`config.mk`:
```
export PLATFORM = sky130hd
export DESIGN_NAME = cfg_bus_arbiter
export DESIGN_NICKNAME = d
export VERILOG_FILES = /design/src/rtl/cfg_bus_arbiter.sv
export SDC_FILE = /design/constraint.sdc
export NUM_CORES = 1
export LEC_CHECK = 0
export ABC_AREA = 1
export BUFFER_PORTS_ARGS = -buffer_cell sky130_fd_sc_hd__buf_2
export CORE_UTILIZATION = 54
export DETAILED_ROUTE_END_ITERATION = 8
export PLACE_DENSITY = 0.95
export SLEW_MARGIN = 30
export SYNTH_ARGS = -nofsm -noshare
export SYNTH_HDL_FRONTEND = slang
export SYNTH_SLANG_ARGS = --single-unit
```
`constraint.sdc`:
```
create_clock -name clk -period 3.65 [get_ports clk]
set_input_delay 0.1825 -clock clk [delete_from_list [all_inputs] [get_ports clk]]
set_output_delay 0.1825 -clock clk [all_outputs]
set_load 0.005 [all_outputs]
```
`src/rtl/cfg_bus_arbiter.sv`:
```
// Arbitrates NUM_REQ requesters onto the single config bus with one transaction outstanding.
// Build option: define CFG_ARB_FIXED_PRIO_EN for fixed priority (index 0 highest) instead of round-robin.
module cfg_bus_arbiter #(
    parameter int NUM_REQ = 2,
    parameter int ADDR_W  = 2,
    parameter int DATA_W  = 8,
    parameter int TIMEOUT = 15
) (
    input  logic                      clk,
    input  logic                      rst,
    input  logic [NUM_REQ-1:0]        req_valid,
    input  logic [NUM_REQ*ADDR_W-1:0] req_addr,
    input  logic [NUM_REQ*DATA_W-1:0] req_data,
    output logic [NUM_REQ-1:0]        req_ack,
    output logic [NUM_REQ-1:0]        req_err,
    output logic [ADDR_W-1:0]         c_addr,
    output logic [DATA_W-1:0]         c_data,
    output logic                      c_valid,
    input  logic                      c_ready,
    output logic                      busy
);

    localparam int IDX_W = (NUM_REQ > 1) ? $clog2(NUM_REQ) : 1;
    localparam int CNT_W = $clog2(TIMEOUT + 1);
    localparam logic [CNT_W-1:0] CNT_LAST = CNT_W'(TIMEOUT - 1);
    localparam logic [IDX_W-1:0] IDX_LAST = IDX_W'(NUM_REQ - 1);

    typedef enum logic [1:0] {
        S_IDLE,
        S_ISSUE,
        S_WAIT,
        S_DONE
    } state_t;

    state_t           state;
    logic [IDX_W-1:0] grant;
    logic [CNT_W-1:0] cnt;
    logic [IDX_W-1:0] search_base;
    logic [IDX_W-1:0] pick;
    logic             pick_found;

`ifdef CFG_ARB_FIXED_PRIO_EN
    assign search_base = '0;
`else
    logic [IDX_W-1:0] ptr;
    assign search_base = ptr;
`endif

    // Index reached by stepping off places from base, wrapping NUM_REQ-1 -> 0.
    function automatic logic [IDX_W-1:0] wrap_idx(input logic [IDX_W-1:0] base, input int off);
        int s;
        s = int'(base) + off;
        if (s >= NUM_REQ) s = s - NUM_REQ;
        return IDX_W'(s);
    endfunction

    always_comb begin
        // NOTE: every output of this block gets a default first so no path infers a latch.
        pick       = '0;
        pick_found = 1'b0;
        for (int off = 0; off < NUM_REQ; off++) begin
            if (!pick_found && req_valid[wrap_idx(search_base, off)]) begin
                pick_found = 1'b1;
                pick       = wrap_idx(search_base, off);
            end
        end
    end

    always_ff @(posedge clk or negedge rst) begin
        if (!rst) begin
            state   <= S_IDLE;
            grant   <= '0;
            cnt     <= '0;
            c_valid <= 1'b0;
            c_addr  <= '0;
            c_data  <= '0;
            req_ack <= '0;
            req_err <= '0;
            busy    <= 1'b0;
`ifndef CFG_ARB_FIXED_PRIO_EN
            ptr     <= '0;
`endif
        end else begin
            // NOTE: non-blocking throughout so every decision uses the pre-edge register values.
            case (state)
                S_IDLE: begin
                    if (pick_found) begin
                        grant   <= pick;
                        c_addr  <= req_addr[int'(pick)*ADDR_W +: ADDR_W];
                        c_data  <= req_data[int'(pick)*DATA_W +: DATA_W];
                        c_valid <= 1'b1;
                        busy    <= 1'b1;
                        state   <= S_ISSUE;
                    end
                end
                // The slave's ready still reflects the previous cycle here, so it is not sampled.
                S_ISSUE: begin
                    cnt   <= '0;
                    state <= S_WAIT;
                end
                S_WAIT: begin
                    if (c_ready || (cnt == CNT_LAST)) begin
                        c_valid        <= 1'b0;
                        req_ack[grant] <= 1'b1;
                        req_err[grant] <= ~c_ready;
                        state          <= S_DONE;
                    end else begin
                        cnt <= cnt + 1'b1;
                    end
                end
                S_DONE: begin
                    req_ack <= '0;
                    req_err <= '0;
                    busy    <= 1'b0;
`ifndef CFG_ARB_FIXED_PRIO_EN
                    ptr     <= (grant == IDX_LAST) ? '0 : grant + 1'b1;
`endif
                    state   <= S_IDLE;
                end
                default: state <= S_IDLE;
            endcase
        end
    end

endmodule

```
# Word-level counts from Yosys, hierarchy flattened
# Index checks and enable logic that the tools add are counted.
[word_totals]
register_bits = 24
input_bits = 25
output_inout_bits = 16
elab_cells = 74
[op_classes]
addsub = 5
n_lt_le_gt_ge = 6
eq_ne = 7
n_shift = 2
muxes = 27
bitwise_logic = 2
reduce_logical = 15
[ops]
columns = ["op", "n"]
rows = [
  ["indexed part select 16 x 5 -> 8 bit", 1],
  ["two-way mux 1 bit", 14],
  ["AND reduction 2 bit", 5],
  ["two-way mux 2 bit", 4],
  ["one-hot mux 2 bit (2 select lines)", 2],
  ["one-hot mux 2 bit (4 select lines)", 1],
  ["one-hot mux 4 bit (2 select lines)", 1],
  ["nonzero test 2 bit", 4],
  ["less-than comparator 1 x 2 -> 1 bit, second input constant", 3],
  ["!= test 2 bit, second input constant", 3],
  ["adder 4 x 1 -> 4 bit, second input constant", 1],
  ["equality test 2 bit, second input constant", 2],
  ["equality test 4 bit, second input constant", 1],
  ["two-way mux 4 bit", 1],
  ["one-hot mux 1 bit (2 select lines)", 2],
  ["indexed part select 4 x 3 -> 2 bit", 1],
  ["AND reduction 3 bit", 1],
  ["adder 1 x 1 -> 2 bit, second input constant", 1],
  ["bitwise mux 2 bit", 1],
  ["equality test 2 x 1 -> 1 bit, second input constant", 1],
  [">= comparator 1 x 2 -> 1 bit, second input constant", 1],
  [">= comparator 2 bit, second input constant", 1],
  ["logical AND 1 bit", 2],
  ["zero test 2 bit", 1],
  ["8 further kinds", 9],
]

# Logic depth before layout (Yosys ltp)
# Gate-level depths: netlist (run 1).
[depth]
depth_word = 10
ltp_mapped = 9

# Worst setup path before layout (run 1)
# Ideal clock, no wire load.
[synth_path]
path_kind = "register to register"
start = "register state[0]"
end = "register req_err[0]"
arrival_time_ps = 1219
required_time_ps = 3532
setup_slack_ps = 2312
stages_incl_launch_ff = 10
n_path_buf = 1
cell_sequence = "dfrtp_1 inv_1 ha_1 inv_1 nor2_4 nand2_2 buf_6 nand3_1 nand2_1 nand2_1"
[synth_via]
elab_chain_len = 3
word_cells_on_any_way = 6
cone_classes = "3 x eq/ne; 1 x mux; 2 x reduce/logical"
[synth_lines]
columns = ["item", "line_no", "source"]
rows = [
  ["start, declared", "35", "state_t state;"],
  ["start signal, assigned", "71", "state <= S_IDLE;"],
  ["start signal, assigned", "93", "state <= S_ISSUE;"],
  ["start signal, assigned", "99", "state <= S_WAIT;"],
  ["equality test 2 bit", "85", "case (state)"],
  ["!= test 2 bit (no line) or nonzero test 2 bit (tied branches)", "-", ""],
  ["AND reduction 2 bit (no line)", "-", ""],
  ["end signal, assigned by index", "105", "req_err[grant] <= ~c_ready;"],
  ["end, declared", "15", "output logic [NUM_REQ-1:0] req_err,"],
]
# Several ways; a longest one is shown, not always the timed one.
# A chain may end at the register's enable or synchronous reset.

# Worst setup path after layout (run 1)
[layout_path]
start = "register state[0]"
end = "register state[0]"
[layout_via]
elab_chain_len = 3
word_cells_on_any_way = 8
cone_classes = "5 x eq/ne; 1 x mux; 2 x reduce/logical"
[layout_lines]
columns = ["item", "line_no"]
rows = [
  ["equality test 2 bit or zero test 2 bit (tied branches)", "85"],
  ["!= test 2 bit (no line)", "-"],
  ["AND reduction 2 bit (no line)", "-"],
]
# Several ways; a longest one is shown, not always the timed one.

==> results of run 1 <==
Yosys cell counts (all sizes together):
master and instances:
ha 7, a21oi 1, nand2 65, dfrtp 24
inv 36, nand3 18, nand4 3, o21ai 11
nor2 10, o22ai 1, buf 3, xor2 1
cell type report:
cell class	count	share of cell area
clock buffers	3	0.0142
inverters	36	0.0850
multi-input cells	117	0.369
flip-flops and latches	24	0.378
well taps	28	0.0220
repair buffers	41	0.132
metrics by stage:
step	power, mW	area (µm²)
detailed placement	1.02	1560
global route	1.25	1590
CTS	1.14	1590
finish	1.13	1590
floorplan	0.844	1350
global placement	0.990	1560
worst reg2reg max path: stages, from the launching register on:
cell	delay (ps)
dfrtp_1	430
inv_1	100
ha_1	260
inv_1	150
nor2_4	50
nand2_2	230
nand2_1	160
nand2_1	80
o21ai_0	70
layer usage:
layer  GRT usage  part of all wire  vias up
li1            -                 -      629
met1       0.296              0.45      556
met2       0.417              0.50       43
met3      0.0322             0.041        8
met4      0.0676             0.013        0
met5           0                 0        -
sequential cells by signal, summed over array words and instances, names as in the netlist:
name,flops
state,2
busy,1
ptr,1
cnt,4
req_ack,2
grant,1
c_addr,2
req_err,2
c_data,8
c_valid,1
worst max path at each step:
stage	from	endpoint	slack [ps]	depth (start not counted)
floorplan	state[0]	req_err[0]	2310	9
global route	state[0]	state[1]	1850	8
finish	state[0]	state[0]	2010	8
detailed placement	state[0]	state[1]	2060	8
CTS	state[0]	state[1]	2030	8
global placement	state[0]	state[0]	2100	8
power groups by stage:
stage	sequential, mW	combinational, mW	clock [mW]
detailed placement	0.477	0.545	0
CTS	0.473	0.549	0.116
global route	0.490	0.638	0.124
floorplan	0.474	0.370	0
global placement	0.473	0.517	0
finish	0.474	0.548	0.112
cells by family after synthesis:
family,after synthesis,synth area share
AO/OA/AOI/OAI,13,0.0604
XOR/XNOR,1,0.00650
adder cells (fa/ha/maj),7,0.0650
buffers and inverters,39,0.120
flip-flops,24,0.446
AND/OR/NAND/NOR,96,0.303
timing repair:
item	4_1_cts	5_1_grt
resized for setup	0	0
hold endpoints to repair	24	0
hold buffers	1	0
==> results.cfg, run 1 <==
[run_status]
status = completed

[layout]
fill_cells = 198
drive_gt1_frac = 0.226
regArea_um2 = 601
diodes = 0
final_cells = 249
final_cell_mix = nand2_1 (63), buf_2 (40), inv_1 (34)
final_util = 0.698
fin_nets = 255
final_common_cell = nand2_1
multi_input_area_um2 = 586
area_growth_pct = 17.9

[min_path]
hp-class = input port to register
hp-start = req_data[11]
min_to = c_data[3]
hold_path_depth = 5

[run]
cap_violations = 0

[grt]
antenna_found_initial = 0
grtUsageTotal = 0.236
grt_first_pass_wirelength_mm = 4.68
grt_pass1_vias = 1099
grt_overflow = 0
grt_max_degree = 25

[routing]
post_drt_wl_per_cell_um = 11.7
vias_per_cell = 4.96
num_vias = 1236
wl_mm = 2.91
drc = 0
dr.pass1.iters = 4
ant_nets = 0
drtIter0Drc = 36

[floorplanning]
die_height_um = 52.0
core_um2 = 2280
fp.dieW_um = 52.0
dieArea_um2 = 2700
rows = 17
initial_core_util = 0.592
io_pins = 41

[cts]
clk_pin_slew_ps = 130
clock_sinks = 24
clock_path_buffers = 2
cts_tree = done
clk_latency_ps = 300
htree_levels = 1
cts_made_buffers = 3
clockRootBuffer = clkbuf_4
cts_setup_buffers = 0

[timing]
layout_setup_ws_ps = 2010
timing.hold.ws_ps = 174
final.setup_skew_ps = 4.17
tns_ps = 0
final.period_utilization = 0.450
max_freq_mhz = 609
slew_headroom = 0.566
worst_pin_slew_ps = 648
final_max_slew_viol_count = 0
final_hold_viol_count = 0
fin_crit_ps = 1640
rsz0062_at_grt = no
setup_viol = 0

[power]
netSwitchingFraction = 0.431
p_comb_frac = 0.483
clkPwrFrac = 0.099
ir_worst_vdd_v = 0.000469
powerDensity_nw_per_um2 = 714
power_frac_seq = 0.418
p_int_mw = 0.645
cellLeakagePower_nw = 0.966
p_switching_mw = 0.489

[setup_path]
rrSetupSlack_ps = 2010
start_kind = register
r2r-start = state[0]
crit_required_ps = 3850
path_max_fanout = 14
reg2reg_to = state[0]
crit_family = simple AND/OR/NAND/NOR gates
cp-end-kind = register
crit_chain = inv_1 -> ha_1 -> inv_1 -> nor2_4 -> nand2_2 -> nand2_1 -> nand2_1 -> o21ai_0
cp.arrival_ps = 1840
worst-path-buf-inv = 2
max_stage_delay_ps = 430
worst-setup-path-type = register to register
worstRegToRegCells = 8
slowest_stage = dfrtp_1

[yosys]
synth-seq-area-share = 0.446
yosysTopAreaCell = dfrtp_1
yosysWarningCount = 0
yosysTopAreaCellShare = 0.446
synth_seq_cells = 24
mappedNetlistArea_um2 = 1350
avgSynthCellArea_um2 = 7.49
syn_inst = 180
syn-num-nets = 212
yosysUniqueCellTypes = 19
synthTopCellsByArea = dfrtp_1 (45%), nand2_1 (18%), inv_1 (9.5%)

[placement]
place_congestion = 0.772
dpl.hpwl_mm = 2.24
io_buffers = 40
dpl_worst_slack_ps = 2060
dp.cells = 245
Note: power is estimated with default switching activity, not from simulation.
==> run 2: changes to the inputs <==
- CORE_UTILIZATION: 54 -> 45
- PLACE_DENSITY: 0.95 -> 0.86
- clock period: 3.65 -> 1.42 ns (I/O delays scaled with it)
==> run 2 against run 1 <==
Against the previous run: the run now ends with design-rule violations left; utilization decreased by 7.0 points; final cell count increased by 6.8%; critical path depth decreased by 1; clock-buffer cell count unchanged; first-iteration DRC count increased by 5.6%; sequential power increased to 2.5 times the previous value; global-route usage decreased by 5.1 points; combinational power increased to 3.2 times the previous value; setup slack got worse by 2000 ps; sequential cell count unchanged; cell area increased by 11%; clock skew increased by 2.3 ps.
==> results.cfg, run 2 (synthesis gave the netlist of run 1 again) <==
[grt]
grt_max_degree = 25
grtUsageTotal = 0.184
grt_overflow = 0
grt_pass1_vias = 1050
grt_first_pass_wirelength_mm = 4.72
antenna_found_initial = 0

[routing]
post_drt_wl_per_cell_um = 10.6
drtIter0Drc = 38
wl_mm = 2.82
ant_nets = 0
dr.pass1.iters = 6
drc = 4
vias_per_cell = 4.65
num_vias = 1237

[floorplanning]
io_pins = 41
rows = 19
initial_core_util = 0.480
die_height_um = 56.7
fp.dieW_um = 56.7
dieArea_um2 = 3220
core_um2 = 2810

[cts]
clk_latency_ps = 320
clock_path_buffers = 2
cts_made_buffers = 3
cts_tree = done
clk_pin_slew_ps = 130
clockRootBuffer = clkbuf_4
clock_sinks = 24
htree_levels = 1

[setup_path]
path_max_fanout = 7
crit_required_ps = 1670
worst-setup-path-type = register to register
cp-end-kind = register
start_kind = register
cp.arrival_ps = 1610

[timing]
final.setup_skew_ps = 6.50
max_freq_mhz = 733
final.period_utilization = 0.961
slew_headroom = 0.656
final_max_slew_viol_count = 0
final_hold_viol_count = 0
fin_crit_ps = 1360
tns_ps = 0
worst_pin_slew_ps = 516
setup_viol = 0
rsz0062_at_grt = yes

[placement]
place_congestion = 0.790
dp.cells = 253
io_buffers = 40
dpl.hpwl_mm = 2.04

[layout]
drive_gt1_frac = 0.319
final_cell_mix = nand2_1 (59), buf_2 (40), inv_1 (29)
final_cells = 266
diodes = 0
final_common_cell = nand2_1
fill_cells = 240
reg.largest.list = c_data: 8 flops, cnt: 4 flops
area_growth_pct = 30.7
fin_nets = 268
regMostFlops = c_data
largest_reg_flops = 8

[power]
cellLeakagePower_nw = 1.04
ir_worst_vdd_v = 0.000923
total_power_mw = 3.45
powerDensity_nw_per_um2 = 1960

[min_path]
hp-class = input port to register

[run_status]
failed_checks = design-rule violations
status = complete, but fails checks

[run]
cap_violations = 0
-- run 2: cell types whose count changed in the layout (fill, tap and decap cells not counted), sizes merged --
cell | previous run | this run
nand2 | 65 | 66
bufinv | 0 | 1
buf | 40 | 52
-- run 2: path summary, 6_finish.rpt --
check / end / slack [ps] / startpoint / cells past startpoint
hold reg to reg: c_addr[1] / 490 / c_addr[1] / 2
min in group asynchronous: c_data[1] / 240 / rst / 2
hold / removal: c_data[0] / 30 / req_data[8] / 5
setup / recovery: cnt[1] / 60 / state[0] / 7
setup reg to reg: cnt[1] / 60 / state[0] / 7
max in group asynchronous: cnt[1] / 830 / rst / 2
-- run 2: final cells by class --
class                           instances  area [µm²]  share of cell area
Clock buffer                            3        22.5              0.0128
Timing Repair Buffer                   53         308               0.175
Multi-Input combinational cell        118         624               0.354
Inverter                               36         138              0.0781
Tap cell                               31        38.8              0.0220
Sequential cell                        24         601               0.341
Clock inverter                          1        30.0              0.0170
-- run 2: worst max-delay path, cell delays in order (launching register included) --
cell and delay [ps]:
dfrtp_1 410, inv_2 90, ha_1 190, inv_2 70, nor2_4 160, nand2_4 100
buf_4 140, o22ai_1 140
-- run 2: timing repair --
action,in CTS,in global routing
hold buffers,1,0
setup buffers,0,6
pin swaps,0,5
hold endpoints to repair,24,0
gates resized for setup,4,13
setup endpoints to repair,14,16
gates cloned,0,2
-- run 2: stage by stage --
stage | instance area, µm² | hold WS, ps | setup WS [ps] | utilization
global route | 1760 | 43.7 | -3.92 | 0.628
detailed placement | 1600 | 87.4 | -32.6 | 0.570
CTS | 1670 | 17.1 | 13.5 | 0.596
global placement | 1600 | 81.8 | 0.116 | 0.570
floorplan | 1350 | -225 | 82.3 | -
finish | 1760 | 29.4 | 55.7 | 0.628
-- run 2: per-layer routing --
metal,vias to the layer above,routed length [µm],track usage
met2,27,1280,0.274
li1,662,-,-
met1,543,1400,0.275
met3,5,93,0.0230
met4,0,47,0.0643
met5,-,0,0
-- run 2: power by group --
| group | total [mW] | switching (mW) | internal (mW) |
|---|---|---|---|
| clock network | 0.491 | 0.205 | 0.286 |
| registers | 1.20 | 0.202 | 0.999 |
| logic | 1.76 | 0.968 | 0.788 |
| total | 3.45 | 1.38 | 2.07 |
